### config.mk
export PLATFORM = sky130hd
export DESIGN_NAME = clint_bus_arbiter_flat
export DESIGN_NICKNAME = d
export VERILOG_FILES = /design/src/rtl/clint_bus_arbiter_if.sv /design/src/rtl/clint_bus_arbiter.sv /design/src/flat_wrapper.sv
export SDC_FILE = /design/constraint.sdc
export NUM_CORES = 1
export LEC_CHECK = 0
export CAP_MARGIN = 20
export CORE_AREA = 2 2 234 236
export DETAILED_ROUTE_END_ITERATION = 8
export DIE_AREA = 0 0 236 238
export SYNTH_ARGS = -nofsm -noshare
export SYNTH_HDL_FRONTEND = slang
export SYNTH_SLANG_ARGS = --single-unit
### constraint.sdc
create_clock -name clk -period 2.2 [get_ports clk]
set_input_delay 0.66 -clock clk [delete_from_list [all_inputs] [get_ports clk]]
set_output_delay 0.66 -clock clk [all_outputs]
set_load 0.01 [all_outputs]
### src/rtl/clint_bus_arbiter_if.sv
// Bus bundle between the two CLINT requesters (core LSU = m0, debug host = m1),
// the arbiter and the CLINT register port.
// The "slave" modport is the arbiter's view: it accepts requests from the masters
// and drives the CLINT side. The "master" modport is the environment's view:
// the requesters plus the CLINT read-data source.
interface clint_bus_arbiter_if #(
    parameter int ADDR_W = 64,
    parameter int XLEN   = 64,
    parameter int WLEN_W = 2
);
    // master 0: core load/store unit
    logic              m0_req;
    logic [ADDR_W-1:0] m0_addr;
    logic              m0_wen;
    logic [XLEN-1:0]   m0_wdata;
    logic [WLEN_W-1:0] m0_wlen;
    logic              m0_lock;
    logic              m0_gnt;
    logic              m0_rvalid;
    logic [XLEN-1:0]   m0_rdata;

    // master 1: debug/test host
    logic              m1_req;
    logic [ADDR_W-1:0] m1_addr;
    logic              m1_wen;
    logic [XLEN-1:0]   m1_wdata;
    logic [WLEN_W-1:0] m1_wlen;
    logic              m1_lock;
    logic              m1_gnt;
    logic              m1_rvalid;
    logic [XLEN-1:0]   m1_rdata;

    // CLINT register port
    logic [ADDR_W-1:0] s_addr;
    logic              s_wen;
    logic [XLEN-1:0]   s_wdata;
    logic [WLEN_W-1:0] s_wlen;
    logic [XLEN-1:0]   s_rdata;

    // status
    logic [1:0]        owner;
    logic              lock_err;

    modport slave (
        input  m0_req, m0_addr, m0_wen, m0_wdata, m0_wlen, m0_lock,
        output m0_gnt, m0_rvalid, m0_rdata,
        input  m1_req, m1_addr, m1_wen, m1_wdata, m1_wlen, m1_lock,
        output m1_gnt, m1_rvalid, m1_rdata,
        output s_addr, s_wen, s_wdata, s_wlen,
        input  s_rdata,
        output owner, lock_err
    );

    modport master (
        output m0_req, m0_addr, m0_wen, m0_wdata, m0_wlen, m0_lock,
        input  m0_gnt, m0_rvalid, m0_rdata,
        output m1_req, m1_addr, m1_wen, m1_wdata, m1_wlen, m1_lock,
        input  m1_gnt, m1_rvalid, m1_rdata,
        input  s_addr, s_wen, s_wdata, s_wlen,
        output s_rdata,
        input  owner, lock_err
    );
endinterface

### src/rtl/clint_bus_arbiter.sv
// Two-master round-robin arbiter in front of the CLINT register port.
// Grants are single-cycle and combinational; a master may lock the port across
// several accesses (e.g. RV32 lo/hi mtimecmp write). A lock owner that stays idle
// for LOCK_TIMEOUT cycles is forcibly released and lock_err pulses in the cycle
// the release is decided. Read data is registered and returned one cycle after
// the granted read.
module clint_bus_arbiter #(
    parameter int ADDR_W       = 64,
    parameter int XLEN         = 64,
    parameter int WLEN_W       = 2,
    parameter int LOCK_TIMEOUT = 16
) (
    input  logic                clk,
    input  logic                rstn,
    clint_bus_arbiter_if.slave  bus
);

    typedef enum logic [1:0] {
        ST_IDLE = 2'b00,
        ST_OWN0 = 2'b01,
        ST_OWN1 = 2'b10
    } state_t;

    // Counter only needs to reach LOCK_TIMEOUT-1; keep at least one bit.
    localparam int CNT_W = (LOCK_TIMEOUT > 1) ? $clog2(LOCK_TIMEOUT) : 1;
    localparam logic [CNT_W-1:0] CNT_LAST = CNT_W'(LOCK_TIMEOUT - 1);

    state_t            state_r;
    state_t            state_s;
    logic [CNT_W-1:0]  cnt_r;
    logic [CNT_W-1:0]  cnt_s;
    logic              last_gnt_r;   // 0: m0 got the last grant, 1: m1
    logic              gnt0_s;
    logic              gnt1_s;
    logic              timeout_s;
    logic              rd_gnt_s;
    logic [1:0]        owner_r;
    logic              rvalid0_r;
    logic              rvalid1_r;
    logic [XLEN-1:0]   rdata_r;

    // Grant decision: round-robin when idle, owner-only while locked; nothing in reset.
    always_comb begin
        gnt0_s = 1'b0;
        gnt1_s = 1'b0;
        if (!rstn) begin
            gnt0_s = 1'b0;
            gnt1_s = 1'b0;
        end else begin
            case (state_r)
                ST_IDLE: begin
                    if (bus.m0_req && bus.m1_req) begin
                        gnt0_s = last_gnt_r;
                        gnt1_s = ~last_gnt_r;
                    end else begin
                        gnt0_s = bus.m0_req;
                        gnt1_s = bus.m1_req;
                    end
                end
                ST_OWN0: gnt0_s = bus.m0_req;
                ST_OWN1: gnt1_s = bus.m1_req;
                default: begin
                    gnt0_s = 1'b0;
                    gnt1_s = 1'b0;
                end
            endcase
        end
    end

    // Next-state, lock counter and timeout detection.
    always_comb begin
        state_s   = state_r;
        cnt_s     = cnt_r;
        timeout_s = 1'b0;
        if (gnt0_s) begin
            state_s = bus.m0_lock ? ST_OWN0 : ST_IDLE;
            cnt_s   = '0;
        end else if (gnt1_s) begin
            state_s = bus.m1_lock ? ST_OWN1 : ST_IDLE;
            cnt_s   = '0;
        end else if (rstn && (state_r != ST_IDLE)) begin
            if (cnt_r == CNT_LAST) begin
                state_s   = ST_IDLE;
                cnt_s     = '0;
                timeout_s = 1'b1;
            end else begin
                cnt_s = cnt_r + CNT_W'(1);
            end
        end else begin
            cnt_s = '0;
        end
    end

    assign rd_gnt_s = (gnt0_s & ~bus.m0_wen) | (gnt1_s & ~bus.m1_wen);

    // State, round-robin pointer, owner reflection and read-return registers.
    always_ff @(posedge clk) begin
        if (!rstn) begin
            state_r    <= ST_IDLE;
            cnt_r      <= '0;
            last_gnt_r <= 1'b1;
            owner_r    <= 2'b00;
            rvalid0_r  <= 1'b0;
            rvalid1_r  <= 1'b0;
            rdata_r    <= '0;
        end else begin
            state_r   <= state_s;
            cnt_r     <= cnt_s;
            owner_r   <= state_s;
            rvalid0_r <= gnt0_s & ~bus.m0_wen;
            rvalid1_r <= gnt1_s & ~bus.m1_wen;
            if (gnt0_s) begin
                last_gnt_r <= 1'b0;
            end else if (gnt1_s) begin
                last_gnt_r <= 1'b1;
            end else begin
                last_gnt_r <= last_gnt_r;
            end
            if (rd_gnt_s) begin
                rdata_r <= bus.s_rdata;
            end else begin
                rdata_r <= rdata_r;
            end
        end
    end

    // CLINT side follows the granted master, defaulting to m0 when nobody is granted.
    assign bus.s_addr  = gnt1_s ? bus.m1_addr  : bus.m0_addr;
    assign bus.s_wdata = gnt1_s ? bus.m1_wdata : bus.m0_wdata;
    assign bus.s_wlen  = gnt1_s ? bus.m1_wlen  : bus.m0_wlen;
    assign bus.s_wen   = (gnt0_s & bus.m0_wen) | (gnt1_s & bus.m1_wen);

    assign bus.m0_gnt    = gnt0_s;
    assign bus.m1_gnt    = gnt1_s;
    assign bus.m0_rvalid = rvalid0_r;
    assign bus.m1_rvalid = rvalid1_r;
    assign bus.m0_rdata  = rdata_r;
    assign bus.m1_rdata  = rdata_r;
    assign bus.owner     = owner_r;
    assign bus.lock_err  = timeout_s;

endmodule

### src/flat_wrapper.sv
// flat-port wrapper written by rule: the top's interface ports become plain ports
module clint_bus_arbiter_flat 
#(
    parameter int ADDR_W       = 64,
    parameter int XLEN         = 64,
    parameter int WLEN_W       = 2,
    parameter int LOCK_TIMEOUT = 16
)
  (clk, rstn, bus_m0_req, bus_m0_addr, bus_m0_wen, bus_m0_wdata, bus_m0_wlen, bus_m0_lock, bus_m0_gnt, bus_m0_rvalid, bus_m0_rdata, bus_m1_req, bus_m1_addr, bus_m1_wen, bus_m1_wdata, bus_m1_wlen, bus_m1_lock, bus_m1_gnt, bus_m1_rvalid, bus_m1_rdata, bus_s_addr, bus_s_wen, bus_s_wdata, bus_s_wlen, bus_s_rdata, bus_owner, bus_lock_err);
  clint_bus_arbiter_if #(.ADDR_W(ADDR_W), .XLEN(XLEN), .WLEN_W(WLEN_W)) bus_i ();
  input  logic clk;
  input  logic rstn;
  input wire logic [$bits(bus_i.m0_req)-1:0] bus_m0_req;
  input wire logic [$bits(bus_i.m0_addr)-1:0] bus_m0_addr;
  input wire logic [$bits(bus_i.m0_wen)-1:0] bus_m0_wen;
  input wire logic [$bits(bus_i.m0_wdata)-1:0] bus_m0_wdata;
  input wire logic [$bits(bus_i.m0_wlen)-1:0] bus_m0_wlen;
  input wire logic [$bits(bus_i.m0_lock)-1:0] bus_m0_lock;
  output wire logic [$bits(bus_i.m0_gnt)-1:0] bus_m0_gnt;
  output wire logic [$bits(bus_i.m0_rvalid)-1:0] bus_m0_rvalid;
  output wire logic [$bits(bus_i.m0_rdata)-1:0] bus_m0_rdata;
  input wire logic [$bits(bus_i.m1_req)-1:0] bus_m1_req;
  input wire logic [$bits(bus_i.m1_addr)-1:0] bus_m1_addr;
  input wire logic [$bits(bus_i.m1_wen)-1:0] bus_m1_wen;
  input wire logic [$bits(bus_i.m1_wdata)-1:0] bus_m1_wdata;
  input wire logic [$bits(bus_i.m1_wlen)-1:0] bus_m1_wlen;
  input wire logic [$bits(bus_i.m1_lock)-1:0] bus_m1_lock;
  output wire logic [$bits(bus_i.m1_gnt)-1:0] bus_m1_gnt;
  output wire logic [$bits(bus_i.m1_rvalid)-1:0] bus_m1_rvalid;
  output wire logic [$bits(bus_i.m1_rdata)-1:0] bus_m1_rdata;
  output wire logic [$bits(bus_i.s_addr)-1:0] bus_s_addr;
  output wire logic [$bits(bus_i.s_wen)-1:0] bus_s_wen;
  output wire logic [$bits(bus_i.s_wdata)-1:0] bus_s_wdata;
  output wire logic [$bits(bus_i.s_wlen)-1:0] bus_s_wlen;
  input wire logic [$bits(bus_i.s_rdata)-1:0] bus_s_rdata;
  output wire logic [$bits(bus_i.owner)-1:0] bus_owner;
  output wire logic [$bits(bus_i.lock_err)-1:0] bus_lock_err;
  assign bus_i.m0_req = bus_m0_req;
  assign bus_i.m0_addr = bus_m0_addr;
  assign bus_i.m0_wen = bus_m0_wen;
  assign bus_i.m0_wdata = bus_m0_wdata;
  assign bus_i.m0_wlen = bus_m0_wlen;
  assign bus_i.m0_lock = bus_m0_lock;
  assign bus_m0_gnt = bus_i.m0_gnt;
  assign bus_m0_rvalid = bus_i.m0_rvalid;
  assign bus_m0_rdata = bus_i.m0_rdata;
  assign bus_i.m1_req = bus_m1_req;
  assign bus_i.m1_addr = bus_m1_addr;
  assign bus_i.m1_wen = bus_m1_wen;
  assign bus_i.m1_wdata = bus_m1_wdata;
  assign bus_i.m1_wlen = bus_m1_wlen;
  assign bus_i.m1_lock = bus_m1_lock;
  assign bus_m1_gnt = bus_i.m1_gnt;
  assign bus_m1_rvalid = bus_i.m1_rvalid;
  assign bus_m1_rdata = bus_i.m1_rdata;
  assign bus_s_addr = bus_i.s_addr;
  assign bus_s_wen = bus_i.s_wen;
  assign bus_s_wdata = bus_i.s_wdata;
  assign bus_s_wlen = bus_i.s_wlen;
  assign bus_i.s_rdata = bus_s_rdata;
  assign bus_owner = bus_i.owner;
  assign bus_lock_err = bus_i.lock_err;
  clint_bus_arbiter #(.ADDR_W(ADDR_W), .XLEN(XLEN), .WLEN_W(WLEN_W), .LOCK_TIMEOUT(LOCK_TIMEOUT)) u_core (.clk(clk), .rstn(rstn), .bus(bus_i));
endmodule
# [Yosys cells after proc, flatten, opt, wreduce, memory -nomap -nowiden]
# Cells that the tools add are included.
[op_classes] n_addsub=1 n_eq_ne=3 muxes=21 bitwise=11 reduce_logical=9
[op_table] op="two-way mux 64 bit" count=2
[op_table] op="two-way mux 2 bit" count=6
[op_table] op="two-way mux 1 bit" count=11
[op_table] op="nonzero test 3 bit" count=2
[op_table] op="NOT 1 bit" count=5
[op_table] op="OR reduction 5 bit" count=1
[op_table] op="adder 4 x 1 -> 4 bit, second input constant" count=1
[op_table] op="bitwise AND 1 bit" count=4
[op_table] op="== test 4 bit, second input constant" count=1
[op_table] op="one-hot mux 1 bit (2 select lines)" count=2
[op_table] op="nonzero test 2 bit" count=2
[op_table] op="== test 2 x 1 -> 1 bit, second input constant" count=1
[op_table] op="== test 2 bit, second input constant" count=1
[op_table] op="logical AND 1 bit" count=2
[op_table] op="zero test 2 bit" count=1
[op_table] op="OR 1 bit" count=2
[op_table] op="AND reduction 2 bit" count=1
[totals] reg_bits=73 in_bits=332 output_inout_bits=266

# [Logic depth before layout (Yosys ltp)]
[logic_depth] word_depth=6 ltp_mapped=6

# [Worst setup path before layout]
# Ideal clock, no wire load.
[synth_timing] path_kind="input to output" start="input port rstn" end="output port bus_s_addr[0]" arrival_ps=1632 required_ps=1540 slack_ps=-92 stages=5 path_buffers=3 path_cell_list="buf_2 nand3_2 buf_4 buf_6 mux2_4"
[synth_via] elab_chain_cells=2
[synth_lines] element="from (decl)" line_no="flat_wrapper.sv:12" rtl="input logic rstn;"
[synth_lines] element="two-way mux 1 bit" line_no="clint_bus_arbiter.sv:46" rtl="if (!rstn) begin"
[synth_lines] element="two-way mux 64 bit" line_no="clint_bus_arbiter.sv:128" rtl="assign bus.s_addr = gnt1_s ? bus.m1_addr : bus.m0_addr;"
[synth_lines] element="to (decl)" line_no="flat_wrapper.sv:31" rtl="output wire logic [$bits(bus_i.s_addr)-1:0] bus_s_addr;"
# No other way between the ends.

# [Final worst setup path]
[layout_timing] start="input port bus_m1_req" end="output port bus_s_addr[31]"
[layout_via] elab_chain_cells=5
[layout_lines] element="from (decl)" line_no="flat_wrapper.sv:22" rtl="input wire logic [$bits(bus_i.m1_req)-1:0] bus_m1_req;"
[layout_lines] element="logical AND 1 bit" line_no="clint_bus_arbiter.sv:52" rtl="if (bus.m0_req && bus.m1_req) begin"
[layout_lines] element="two-way mux 1 bit" line_no="clint_bus_arbiter.sv:52"
[layout_lines] element="one-hot mux 1 bit (2 select lines) (*)" line_no="clint_bus_arbiter.sv:50" rtl="case (state_r)"
[layout_lines] element="two-way mux 1 bit (*)" line_no="clint_bus_arbiter.sv:46"
[layout_lines] element="two-way mux 64 bit (*)" line_no="clint_bus_arbiter.sv:128"
# Mark *: on every way between the ends. The rest lies on a longest branch, timed or not.

==> metrics.yaml <==
yosys:
  async_reset_ff_share_pct: 0
  synthTopCellsByArea: "dfxtp_1 (27%), mux2_4 (22%), mux2i_1 (12%)"
  synth.distinct_cells: 31
  synth_flop_cell: "dfxtp_1"
  synthCells: 527
  synth_commonest_cells: "nand2_1 (128), mux2_4 (79), dfxtp_1 (73)"
  yosys_warnings: 0
  synth_area_sq_um: 5380
  synth_top_area_share_pct: 27.2
  synth.largest_area_cell: "dfxtp_1"
  syn_nets: 860
  synth_most_common_cell: "nand2_1"
  avgSynthCellArea_sq_um: 10.2
  ys_seq_area_share_pct: 27.2
  ys_ff_latch: 73
  synth_edf_count: 0
pwr:
  powerDensity_nw_per_um2: 419
  pwr-share-comb_pct: 46.6
  p_int_w: 0.00408
  p_leak_nw: 5.73
  seqPwrFrac_pct: 25.7
  switchingPower_w: 0.00159
  swShare_pct: 28.0
  ir_drop_mv: 0.333
  p_clk_share_pct: 27.7
drt:
  ant_nets: 0
  routed_wl_mm: 33.2
  drc: 0
  drtPass1Iterations: 4
  via_per_inst: 3.32
  drt_iter0_markers: 169
  post_drt_wl_per_cell_microns: 18.0
  via_count: 6106
sta:
  finalWorstSetupSlack_ns: -0.511
  max_freq_mhz: 369
  slew_violations: 0
  worst_slew_pin_slew_ns: 0.658
  finalHoldViolCount: 0
  min_period_ns: 2.71
  post-route-period-util_pct: 123
  setup_viol: 184
  grt_setup_unrepaired: "true"
  skew_ns: 0.0161
  relSlewSlack_pct: 56.1
  tns_ns: -53.76
setup_path:
  r2r_slack_ns: -0.06
  critPathArrivalTime_ns: 2.05
  r2r_cells: 12
  r2r_start: "u_core.state_r[1]"
  worstSetupEndpointType: "output port"
  critPathRequiredTime_ns: 1.54
  timing.rr.end: "u_core.bus.m0_rdata[28]"
  crit_type: "in -> out"
  worst-path-max-fanout: 8
  cp-start-kind: "input pin"
run_status:
  violations: "setup timing"
  status: "finished, violations left"
global_route:
  grt_pass1_vias: 6287
  grt_pass1_wl_mm: 44.1
  grt_overflow: 0
  grt_antenna_before_repair: 2
  grt_use_total_pct: 10.9
  grt_start_max_net_pins: 69
die:
  die_w_microns: 236
  die-area_sq_um: 56200
  die_h_microns: 238
  io_pins: 598
  start_util_pct: 10.1
  fp-row-count: 85
  core_area_sq_um: 53500
placement:
  dp_hpwl_mm: 26.7
  portBuffers: 597
  postPlaceCellArea_sq_um: 11900
  gp_congestion: 0.851
clock_tree:
  tritoncts: "built"
  numCtsBuffers: 9
  clockBufferDepth: 2
  cts.clk_slew.worst_paths_ns: 0.07
  clock_latency_ns: 0.35
  cts_hold_buf: 0
  h-tree-depth: 3
  cts_root_buffer: "clkbuf_16"
  cts_num_sinks: 73
finish:
  final_area_sq_um: 13500
  drive_above_1_share_pct: 34.7
  flow.area_growth_from_synthesis_pct: 152
  nNetsFinal: 1471
worst_hold_path:
  holdPathEnd: "u_core.cnt_r[0]"
  hold_path.class: "reg -> reg"
  hold_depth: 1
  min_from: "u_core.cnt_r[0]"
job:
  maxCapViolCount: 0
## critical path, cell delays in order
cell and delay [ns]:
buf_6 0.07, nor2b_4 0.15, nand3_4 0.13, buf_12 0.17
buf_16 0.15, buf_16 0.14, buf_4 0.13, mux2_4 0.30
buf_6 0.12
## cell usage in the layout (no fill, tap or decap), drive strengths merged, types with 2 or more instances in the layout
cell type | Yosys | final
clkdlybuf4s50 | 0 | 458
buf | 87 | 233
mux2 | 130 | 130
nand2 | 128 | 128
dfxtp | 73 | 73
mux2i | 64 | 64
clkbuf | 13 | 18
nor2 | 4 | 4
nand3 | 4 | 4
inv | 2 | 4
nor3 | 3 | 3
diode | 0 | 2
nor2b | 2 | 2
nand2b | 2 | 2
o21ai | 2 | 2
and2 | 2 | 2
## worst max-delay path by stage
stage	start	end	slack (ns)	cells after the start
final	bus_m1_req	bus_s_addr[31]	-0.51	9
after detailed placement	bus_m1_req	bus_s_addr[26]	-1.10	7
after global placement	bus_m0_req	bus_s_addr[32]	-1.10	7
after CTS	bus_m1_req	bus_s_addr[33]	-0.63	10
after floorplan	rstn	bus_s_addr[0]	-0.01	5
after global routing	bus_m1_req	bus_s_addr[36]	-0.55	9
## layout make-up
type / count / area [sq um]
Sequential cell: 73 / 1460
Timing Repair Buffer: 700 / 7560
Inverter: 2 / 15.0
Clock buffer: 11 / 253
Tap cell: 696 / 871
Fill cell: 5717 / 40000
Antenna cell: 2 / 5.00
Multi-Input combinational cell: 352 / 3300
Clock inverter: 5 / 60.1
## through the flow
step | setup slack (ns) | hold WS [ns] | power [W] | util (%) | cells
after floorplan | -0.0134 | 0.432 | 0.00236 | - | 527
after global placement | -1.10 | 0.436 | 0.00375 | 22.2 | 1763
after detailed placement | -1.10 | 0.465 | 0.00376 | 22.2 | 1763
after CTS | -0.627 | 0.481 | 0.00560 | 24.2 | 1821
after global routing | -0.552 | 0.494 | 0.00593 | 25.3 | 1841
final | -0.511 | 0.472 | 0.00567 | 25.3 | 1841
## metal layers
metal	up-vias	part of all wire (%)	track usage [%]
li1	2955	-	-
met1	2831	41	13.4
met2	303	51	18.9
met3	17	6.3	2.61
met4	0	1.2	3.11
met5	-	0	0
## logic make-up after synthesis
logic type	Yosys count	share of synthesized area, %
AND/OR/NAND/NOR	148	11.0
XOR/XNOR	2	0.326
AO/OA/AOI/OAI	7	1.54
multiplexers	194	44.6
adder cells (fa/ha/maj)	1	0.233
flip-flops	73	27.2
buffers and inverters	102	15.1
## power groups by stage
stage	registers [W]	logic (W)	clock network, W
CTS	0.00146	0.00248	0.00166
global route	0.00147	0.00277	0.00169
global placement	0.00149	0.00226	0
floorplan	0.00150	0.000860	0
detailed placement	0.00149	0.00227	0
finish	0.00146	0.00264	0.00157
## state kept, by name, summed over array words and instances, names as in the netlist
signal and count:
u_core.bus.m0_rvalid 1, u_core.last_gnt_r 1, u_core.bus.m1_rvalid 1, u_core.cnt_r 4
u_core.bus.m0_rdata 64, u_core.state_r 2
## what timing repair did
action,4_1_cts,5_1_grt
pin swaps,3,2
endpoints found under the setup margin,134,140
gates cloned,5,4
buffers inserted,37,23
resized for setup,636,168
No activity file was read; power rests on OpenSTA's default activity.
